`src/rtl/pdh_pkg.sv`:
```
// Shared definitions for the command dispatcher: FSM state type, status word
// bit positions and command-word field positions.
package pdh_pkg;

   // Dispatcher FSM states; all four 2-bit codes are in use.
   typedef enum logic [1:0] {
      ST_IDLE  = 2'd0,
      ST_ISSUE = 2'd1,
      ST_WAIT  = 2'd2,
      ST_LATCH = 2'd3
   } state_t;

   // Status word layout.
   localparam int STAT_DONE    = 31;
   localparam int STAT_INVALID = 30;
   localparam int STAT_OVERRUN = 29;
   localparam int STAT_CMD_LSB = 24;
   localparam int STAT_CMD_W   = 4;

   // Command word layout (PS register).
   localparam int STROBE_BIT   = 31;
   localparam int CMD_LSB      = 24;

   // A command code addresses a real target only below the target count.
   function automatic logic cmd_is_valid(input logic [31:0] code,
                                         input int unsigned n_targets);
      return code < n_targets;
   endfunction

endpackage

```
`src/rtl/cmd_dispatch_cb_select.sv`:
```
// Callback slice multiplexer: picks target sel's callback out of the packed
// callback bus; a code with no matching target yields zero.
module cb_select
   import pdh_pkg::*;
#(
   parameter int CMD_WIDTH      = 4,
   parameter int CALLBACK_WIDTH = 8,
   parameter int N_TARGETS      = 4
) (
   input  logic [N_TARGETS*CALLBACK_WIDTH-1:0] cb_all,
   input  logic [CMD_WIDTH-1:0]                sel,
   output logic [CALLBACK_WIDTH-1:0]           cb
);

   logic [CALLBACK_WIDTH-1:0] slice [N_TARGETS];
   logic [N_TARGETS-1:0]      hit;

   // Unpack each target slice and decode a one-hot hit per target.
   generate
      for (genvar gi = 0; gi < N_TARGETS; gi++) begin : g_slice
         assign slice[gi] = cb_all[gi*CALLBACK_WIDTH +: CALLBACK_WIDTH];
         assign hit[gi]   = (32'(sel) == 32'(gi));
      end
   endgenerate

   // AND-OR mux over the one-hot hits; no hit leaves the result at zero.
   always_comb begin
      cb = '0;
      for (int k = 0; k < N_TARGETS; k++) begin
         cb = cb | (slice[k] & {CALLBACK_WIDTH{hit[k]}});
      end
   end

endmodule

```
`src/rtl/cmd_dispatch.sv`:
```
// Command dispatcher: watches a toggle strobe in the PS command register,
// issues the command and payload to the targets with a one-cycle enable,
// waits for the target to respond, then latches its callback into status.
module cmd_dispatch
   import pdh_pkg::*;
#(
   parameter int CMD_WIDTH      = 4,
   parameter int DATA_WIDTH     = 8,
   parameter int CALLBACK_WIDTH = 8,
   parameter int N_TARGETS      = 4,
   parameter int WAIT_CYCLES    = 4
) (
   input  logic                                clk,
   input  logic                                rst_i,
   input  logic [31:0]                         cmd_word_i,
   input  logic [N_TARGETS*CALLBACK_WIDTH-1:0] cb_i,
   output logic [CMD_WIDTH-1:0]                cmd_o,
   output logic [DATA_WIDTH-1:0]               payload_o,
   output logic                                en_o,
   output logic [31:0]                         status_o
);

   localparam int                CNT_W    = $clog2(WAIT_CYCLES) + 1;
   localparam logic [CNT_W-1:0]  CNT_LAST = CNT_W'(WAIT_CYCLES - 1);

   state_t                    state_reg;
   logic [CNT_W-1:0]          cnt_reg;
   logic [CMD_WIDTH-1:0]      cmd_reg;
   logic [DATA_WIDTH-1:0]     payload_reg;
   logic                      en_reg;
   logic                      done_reg;
   logic                      invalid_reg;
   logic                      overrun_reg;
   logic [STAT_CMD_W-1:0]     echo_reg;
   logic [CALLBACK_WIDTH-1:0] cb_reg;

   logic                      strobe_reg;
   logic                      strobe_prev_reg;
   logic                      toggle;
   logic [CMD_WIDTH-1:0]      cmd_field;
   logic                      new_cmd_valid;
   logic                      cur_cmd_valid;
   logic [CALLBACK_WIDTH-1:0] cb_sel;
   logic                      unused_cmd_word;

   // Only a few command-word fields are consumed; fold the rest away.
   assign unused_cmd_word = ^cmd_word_i;

   assign cmd_field     = cmd_word_i[CMD_LSB +: CMD_WIDTH];
   assign new_cmd_valid = cmd_is_valid(32'(cmd_field), N_TARGETS);
   assign cur_cmd_valid = cmd_is_valid(32'(cmd_reg), N_TARGETS);
   assign toggle        = strobe_reg ^ strobe_prev_reg;

   // Strobe history; during reset both stages track the live bit so that a
   // strobe level held across reset release is never seen as a toggle.
   always_ff @(posedge clk) begin
      if (rst_i) begin
         strobe_reg      <= cmd_word_i[STROBE_BIT];
         strobe_prev_reg <= cmd_word_i[STROBE_BIT];
      end else begin
         strobe_reg      <= cmd_word_i[STROBE_BIT];
         strobe_prev_reg <= strobe_reg;
      end
   end

   cb_select #(
      .CMD_WIDTH      (CMD_WIDTH),
      .CALLBACK_WIDTH (CALLBACK_WIDTH),
      .N_TARGETS      (N_TARGETS)
   ) u_cb_select (
      .cb_all (cb_i),
      .sel    (cmd_reg),
      .cb     (cb_sel)
   );

   // Dispatch FSM with issue registers and status fields.
   always_ff @(posedge clk or posedge rst_i) begin
      if (rst_i) begin
         state_reg   <= ST_IDLE;
         cnt_reg     <= '0;
         cmd_reg     <= '0;
         payload_reg <= '0;
         en_reg      <= 1'b0;
         done_reg    <= 1'b0;
         invalid_reg <= 1'b0;
         overrun_reg <= 1'b0;
         echo_reg    <= '0;
         cb_reg      <= '0;
      end else begin
         en_reg <= 1'b0;
         // A new command while busy (LATCH included) is dropped but recorded.
         if (toggle && (state_reg != ST_IDLE)) begin
            overrun_reg <= 1'b1;
         end
         case (state_reg)
            ST_IDLE: begin
               if (toggle) begin
                  state_reg   <= ST_ISSUE;
                  cmd_reg     <= cmd_field;
                  payload_reg <= cmd_word_i[DATA_WIDTH-1:0];
                  done_reg    <= 1'b0;
                  invalid_reg <= ~new_cmd_valid;
               end
            end
            ST_ISSUE: begin
               en_reg    <= cur_cmd_valid;
               cnt_reg   <= '0;
               state_reg <= ST_WAIT;
            end
            ST_WAIT: begin
               if (cnt_reg == CNT_LAST) begin
                  state_reg <= ST_LATCH;
               end else begin
                  cnt_reg <= cnt_reg + 1'b1;
               end
            end
            ST_LATCH: begin
               cb_reg    <= cb_sel;
               echo_reg  <= STAT_CMD_W'(cmd_reg);
               done_reg  <= 1'b1;
               state_reg <= ST_IDLE;
            end
            default: begin
               state_reg <= ST_IDLE;
            end
         endcase
      end
   end

   assign cmd_o     = cmd_reg;
   assign payload_o = payload_reg;
   assign en_o      = en_reg;

   // Assemble the status word from its individually registered fields.
   always_comb begin
      status_o                                 = '0;
      status_o[STAT_DONE]                      = done_reg;
      status_o[STAT_INVALID]                   = invalid_reg;
      status_o[STAT_OVERRUN]                   = overrun_reg;
      status_o[STAT_CMD_LSB +: STAT_CMD_W]     = echo_reg;
      status_o[CALLBACK_WIDTH-1:0]             = cb_reg;
   end

endmodule

```
`config.mk`:
```
export PLATFORM = sky130hd
export DESIGN_NAME = cmd_dispatch
export DESIGN_NICKNAME = d
export VERILOG_FILES = /design/src/rtl/pdh_pkg.sv /design/src/rtl/cmd_dispatch_cb_select.sv /design/src/rtl/cmd_dispatch.sv
export SDC_FILE = /design/constraint.sdc
export NUM_CORES = 1
export LEC_CHECK = 0
export BUFFER_PORTS_ARGS = -buffer_cell sky130_fd_sc_hd__buf_2
export CORE_ASPECT_RATIO = 1.5
export CORE_MARGIN = 1.5
export CORE_UTILIZATION = 46
export DETAILED_ROUTE_END_ITERATION = 10
export HOLD_SLACK_MARGIN = 0.12
export MAX_ROUTING_LAYER = met4
export PLACE_DENSITY = 0.83
export RECOVER_POWER = 25
export SLEW_MARGIN = 25
export SYNTH_ARGS = -nofsm -noshare
export SYNTH_HDL_FRONTEND = slang
export SYNTH_SLANG_ARGS = --single-unit
```
`constraint.sdc`:
```
create_clock -name clk -period 3.1 [get_ports clk]
set_clock_uncertainty 0.05 [all_clocks]
set_input_delay 0 -clock clk [delete_from_list [all_inputs] [get_ports clk]]
set_output_delay 0 -clock clk [all_outputs]
set_load 0.01 [all_outputs]
```
After elaboration in Yosys (flattened, before gate mapping)
Index checks and enable logic that the tools add are counted.
Operators by class
  bitwise logic cells: 9
  add/sub/neg operators: 1
  reduce and logical (&&, ||, !) cells: 10
  magnitude comparators: 2
  equal/unequal tests: 10
  muxes and demuxes: 9
Operators by type and width (count)
  $and 8x8->8: 4
  $or 8x8->8: 3
  $eq 4x2->1 const B: 2
  $lt 4x3->1 const B: 2
  $pmux 2 s4: 1
  $reduce_and 2->1: 4
  $ne 2x2->1 const B: 3
  $pmux 3 s2: 1
  $reduce_bool 2->1: 3
  $eq 2x2->1 const B: 2
  $eq 4x1->1 const B: 1
  $logic_not 4->1: 1
  $mux 2: 2
  $add 3x1->3 const B: 1
  $eq 3x2->1 const B: 1
  $mux 1: 3
  $mux 3: 1
  $eq 2x1->1 const B: 1
  $logic_not 2->1: 1
  $pmux 1 s2: 1
  $logic_and 1x1->1: 1
  $not 1->1: 1
  $xor 1x1->1: 1
Word-level totals
  register bits after elaboration: 35
  output and inout bits: 45
  logic and storage cells: 53

Depth between registers and ports, before layout
  word-level depth: 5
  depth in mapped cells: 6
  mapped depth without buffers: 5

Modules after synthesis
A second synthesis with hierarchy kept.
Second synthesis, totals
  cells, all modules: 145
  area total of the unflattened synthesis: 1854.3 um^2
Modules (own cells, without submodules)
  cmd_dispatch: cells each 115, area each 1604.0 um^2, instances 1, sequential area each 865.8 um^2
  cb_select: cells each 30, area each 250.2 um^2, instances 1, sequential area each 0.0 um^2

Worst setup path after synthesis
OpenSTA, ideal clock, no wires.
  path kind: register to register
  from: reg state_reg[0]
  to: reg cmd_reg[0], in the netlist cmd_o[0]
  data arrival time: 1.309 ns
  period minus slack after synthesis: 1.484 ns
  slack: 1.616 ns
  required time: 2.925 ns
  cell stages (with the launch flop): 7
  cell sequence: dfrtp_1 > inv_1 > ha_1 > clkbuf_2 > nand2_2 > buf_6 > mux2_4
On the way
  cells in the longest elaborated chain, start to end: 2
Ends and longest elaborated chain
  start: declaration: RTL line cmd_dispatch.sv:26  | state_t state_reg;
  start signal: assignment: RTL line cmd_dispatch.sv:79  | state_reg <= ST_IDLE;
  start signal: assignment: RTL line cmd_dispatch.sv:98  | state_reg <= ST_ISSUE;
  start signal: assignment: RTL line cmd_dispatch.sv:108  | state_reg <= ST_WAIT;
  $logic_not 2->1: RTL line cmd_dispatch.sv:95  | case (state_reg)
  $reduce_and 2->1 (no source line)
  end signal: assignment: RTL line cmd_dispatch.sv:99  | cmd_reg <= cmd_field;
  end: declaration: RTL line cmd_dispatch.sv:28  | logic [CMD_WIDTH-1:0] cmd_reg;
No other way between the ends.
A chain may end at the register's enable or synchronous reset.

==> run metrics <==
Peak VDD IR=0.555 mV; Flop pwr share=38.9%; Post-synth top flop=dfrtp_1; Commonest cells post-synth=dfrtp_1 (33), inv_1 (21), buf_4 (20), mux2_4 (10), mux2_2 (9); wire per inst=13.6 um; WS Path Type=primary input to async pin; FFs w/ async S/R, synth=94.3%; static leakage=1.25 nW; top-area cell type share of the netlist area=45.1%; Synth area leader=dfrtp_1; clk buf depth=2; WHS=124 ps; NetSw=0.000732 W; # resized after CTS=0; area delta synth->final=29.9%; EDFF count, synth=0; Avg Inst Size Synth=12.7 um2; final antenna-violating net count=0; grt ovf=0; synthesized cell area=1830 um2; io pins=111; GP Congestion=0.732; setup TNS=0 ps; Area contributors post-synth=dfrtp_1 (45%), mux4_2 (9.8%), buf_4 (8.2%); Row Count=27; met3 usage=3.53%; max-slew violation count=34; First-pass DRT Iterations=4; Pwr Density=884 nW/um2; CP Data Arrival Time=1960 ps; die height=80.3 um; H-tree levels=2; FMAX=515 MHz; Max FO, Critical Path=33; worst slack at placement=1410 ps; worst hold-check path type=primary input to flop; maximum number of pins on one net before global-route repair=34; Final HPWL DP=2870 um; switching part of the total power=34.9%; CTS tree=yes; Seq/Total Area, Yosys=47.3%; synthesis-stage register bit count=35; DRC=0; final hold violation count=0; Min Clock Period, post-route=1940 ps; outcome=finished with violations; max-capacitance violation count=1; total track usage=20.7%; Final Cycle Share=62.6%; total number of vias=1,338; # Post-CTS Setup Buffers=0; first-pass GRT wire length=6310 um; Comb power frac=45.3%; Worst Tran Pin Value=1740 ps; P_int=0.00137 W; final net count=304; global route hottest layer=met2; number of unique standard cell types used by synthesis=28; cts hold-fix bufs=15; layout cells sized above 1=46.8%; Antenna Cells=0; Reg clk slew, reported paths=60 ps; # port buffers=74; critical path endpoint category=async pin; Starting Density=48.8%; Syn Inst Count=144; CTS Root Cell=clkbuf_8; Req. time, crit path=3120 ps; failing checks=capacitance limit, slew limit; DRT iter0 DRCs=14; CP Cell Sequence=dlygate4sd3_1 -> clkbuf_1 -> inv_1 -> clkbuf_1; Clock Power Share=15.8%; number of clock sinks=35; die width=54.5 um; met1 Usage GRT=22.4%; TritonCTS buffer count=5; CP dominant cell by count=clkbuf_1; RSZ-0062 raised after global routing=false; most frequent cell after synthesis=dfrtp_1; Core Region=3750 um2; number of global-route vias before repair=1,424; PnR worst setup slack=1160 ps; initial antenna violation count=0; Via density=4.85; Worst slew margin=-15.9%; Startpoint Class=primary input; crit-path max cell delay=1240 ps; Synth Warn #=0; Skew-Pair Late Insertion Delay=280 ps; Post-Route WL=3770 um; GRT met2 Usage=35.3%; Setup Viol. Count Final=0; Die ar.=4370 um2; slowest stage cell, crit path=clkbuf_1
-- critical path: cells and delay by family --
kind	cells	cell delay, ps
buf+inv	4	1940
-- logic make-up (layout without fill, tap and decap cells) --
kind of cell | count (synthesis) | count (layout) | synth area share, %
mux | 27 | 27 | 23.6
fa+ha+maj | 6 | 6 | 4.10
simple gates | 8 | 8 | 2.19
buf+inv | 46 | 119 | 14.2
compound gates | 19 | 19 | 7.04
xor+xnor | 2 | 2 | 1.37
flops | 35 | 35 | 47.3
other cells | 1 | 17 | 0.205
-- metrics by stage --
step | total power [W] | area [um2] | instances | utilization, %
2_1_floorplan | 0.00152 | 1890 | 160 | -
3_3_place_gp | 0.00172 | 2140 | 253 | 57.1
3_5_place_dp | 0.00177 | 2140 | 253 | 57.1
4_1_cts | 0.00213 | 2380 | 276 | 63.5
5_1_grt | 0.00227 | 2380 | 276 | 63.4
6_report | 0.00210 | 2380 | 276 | 63.4
-- power groups by stage --
stage               clock network, W  registers (W)  logic [W]
finish                      0.000333       0.000817   0.000951
floorplan                          0       0.000828   0.000693
detailed placement                 0       0.000824   0.000949
global placement                   0       0.000815   0.000910
CTS                         0.000347       0.000818   0.000962
global route                0.000364       0.000849    0.00106
-- final timing paths --
check                                               from                       end  slack (ps)  cells past startpoint
worst max-delay path                               rst_i     cb_reg[2]$_DFFE_PP0P_        1160                      4
worst min-delay path                             cb_i[5]     cb_reg[5]$_DFFE_PP0P_         120                      4
worst max register to register  state_reg[0]$_DFFE_PP0P_  payload_o[3]$_DFFE_PP0P_        1420                      4
worst min register to register   overrun_reg$_DFFE_PP0P_   overrun_reg$_DFFE_PP0P_         420                      1
max in group clk                state_reg[0]$_DFFE_PP0P_  payload_o[3]$_DFFE_PP0P_        1420                      4
min in group asynchronous                          rst_i   overrun_reg$_DFFE_PP0P_         830                      4
-- layout make-up --
class / instances / area (um2)
well taps: 43 / 53.8
clock inverters: 1 / 5.00
flip-flops and latches: 35 / 866
multi-input cells: 79 / 764
clock buffers: 7 / 86.3
inverters: 21 / 78.8
repair buffers: 90 / 523
fillers: 312 / 1370
-- metal layers --
layer | wire [um] | share of wire [%]
met1 | 1440 | 38
met5 | 0 | 0
met2 | 2020 | 54
met4 | 116 | 3.1
met3 | 189 | 5.0
-- layout by cell type, fill, tap and decap left out, types with 2 or more instances in the layout --
cell / instances
inv_1: 21
mux4_2: 8
clkbuf_1: 3
nor2b_1: 2
mux2_2: 9
buf_2: 73
mux2_4: 10
o22a_1: 2
dfxtp_1: 2
nor2_1: 2
o22ai_1: 8
ha_1: 6
dlygate4sd3_1: 15
dfrtp_1: 33
clkbuf_8: 6
a21oi_1: 3
conb_1: 17
nand2_1: 2
Power figures use the tool's default switching activity.
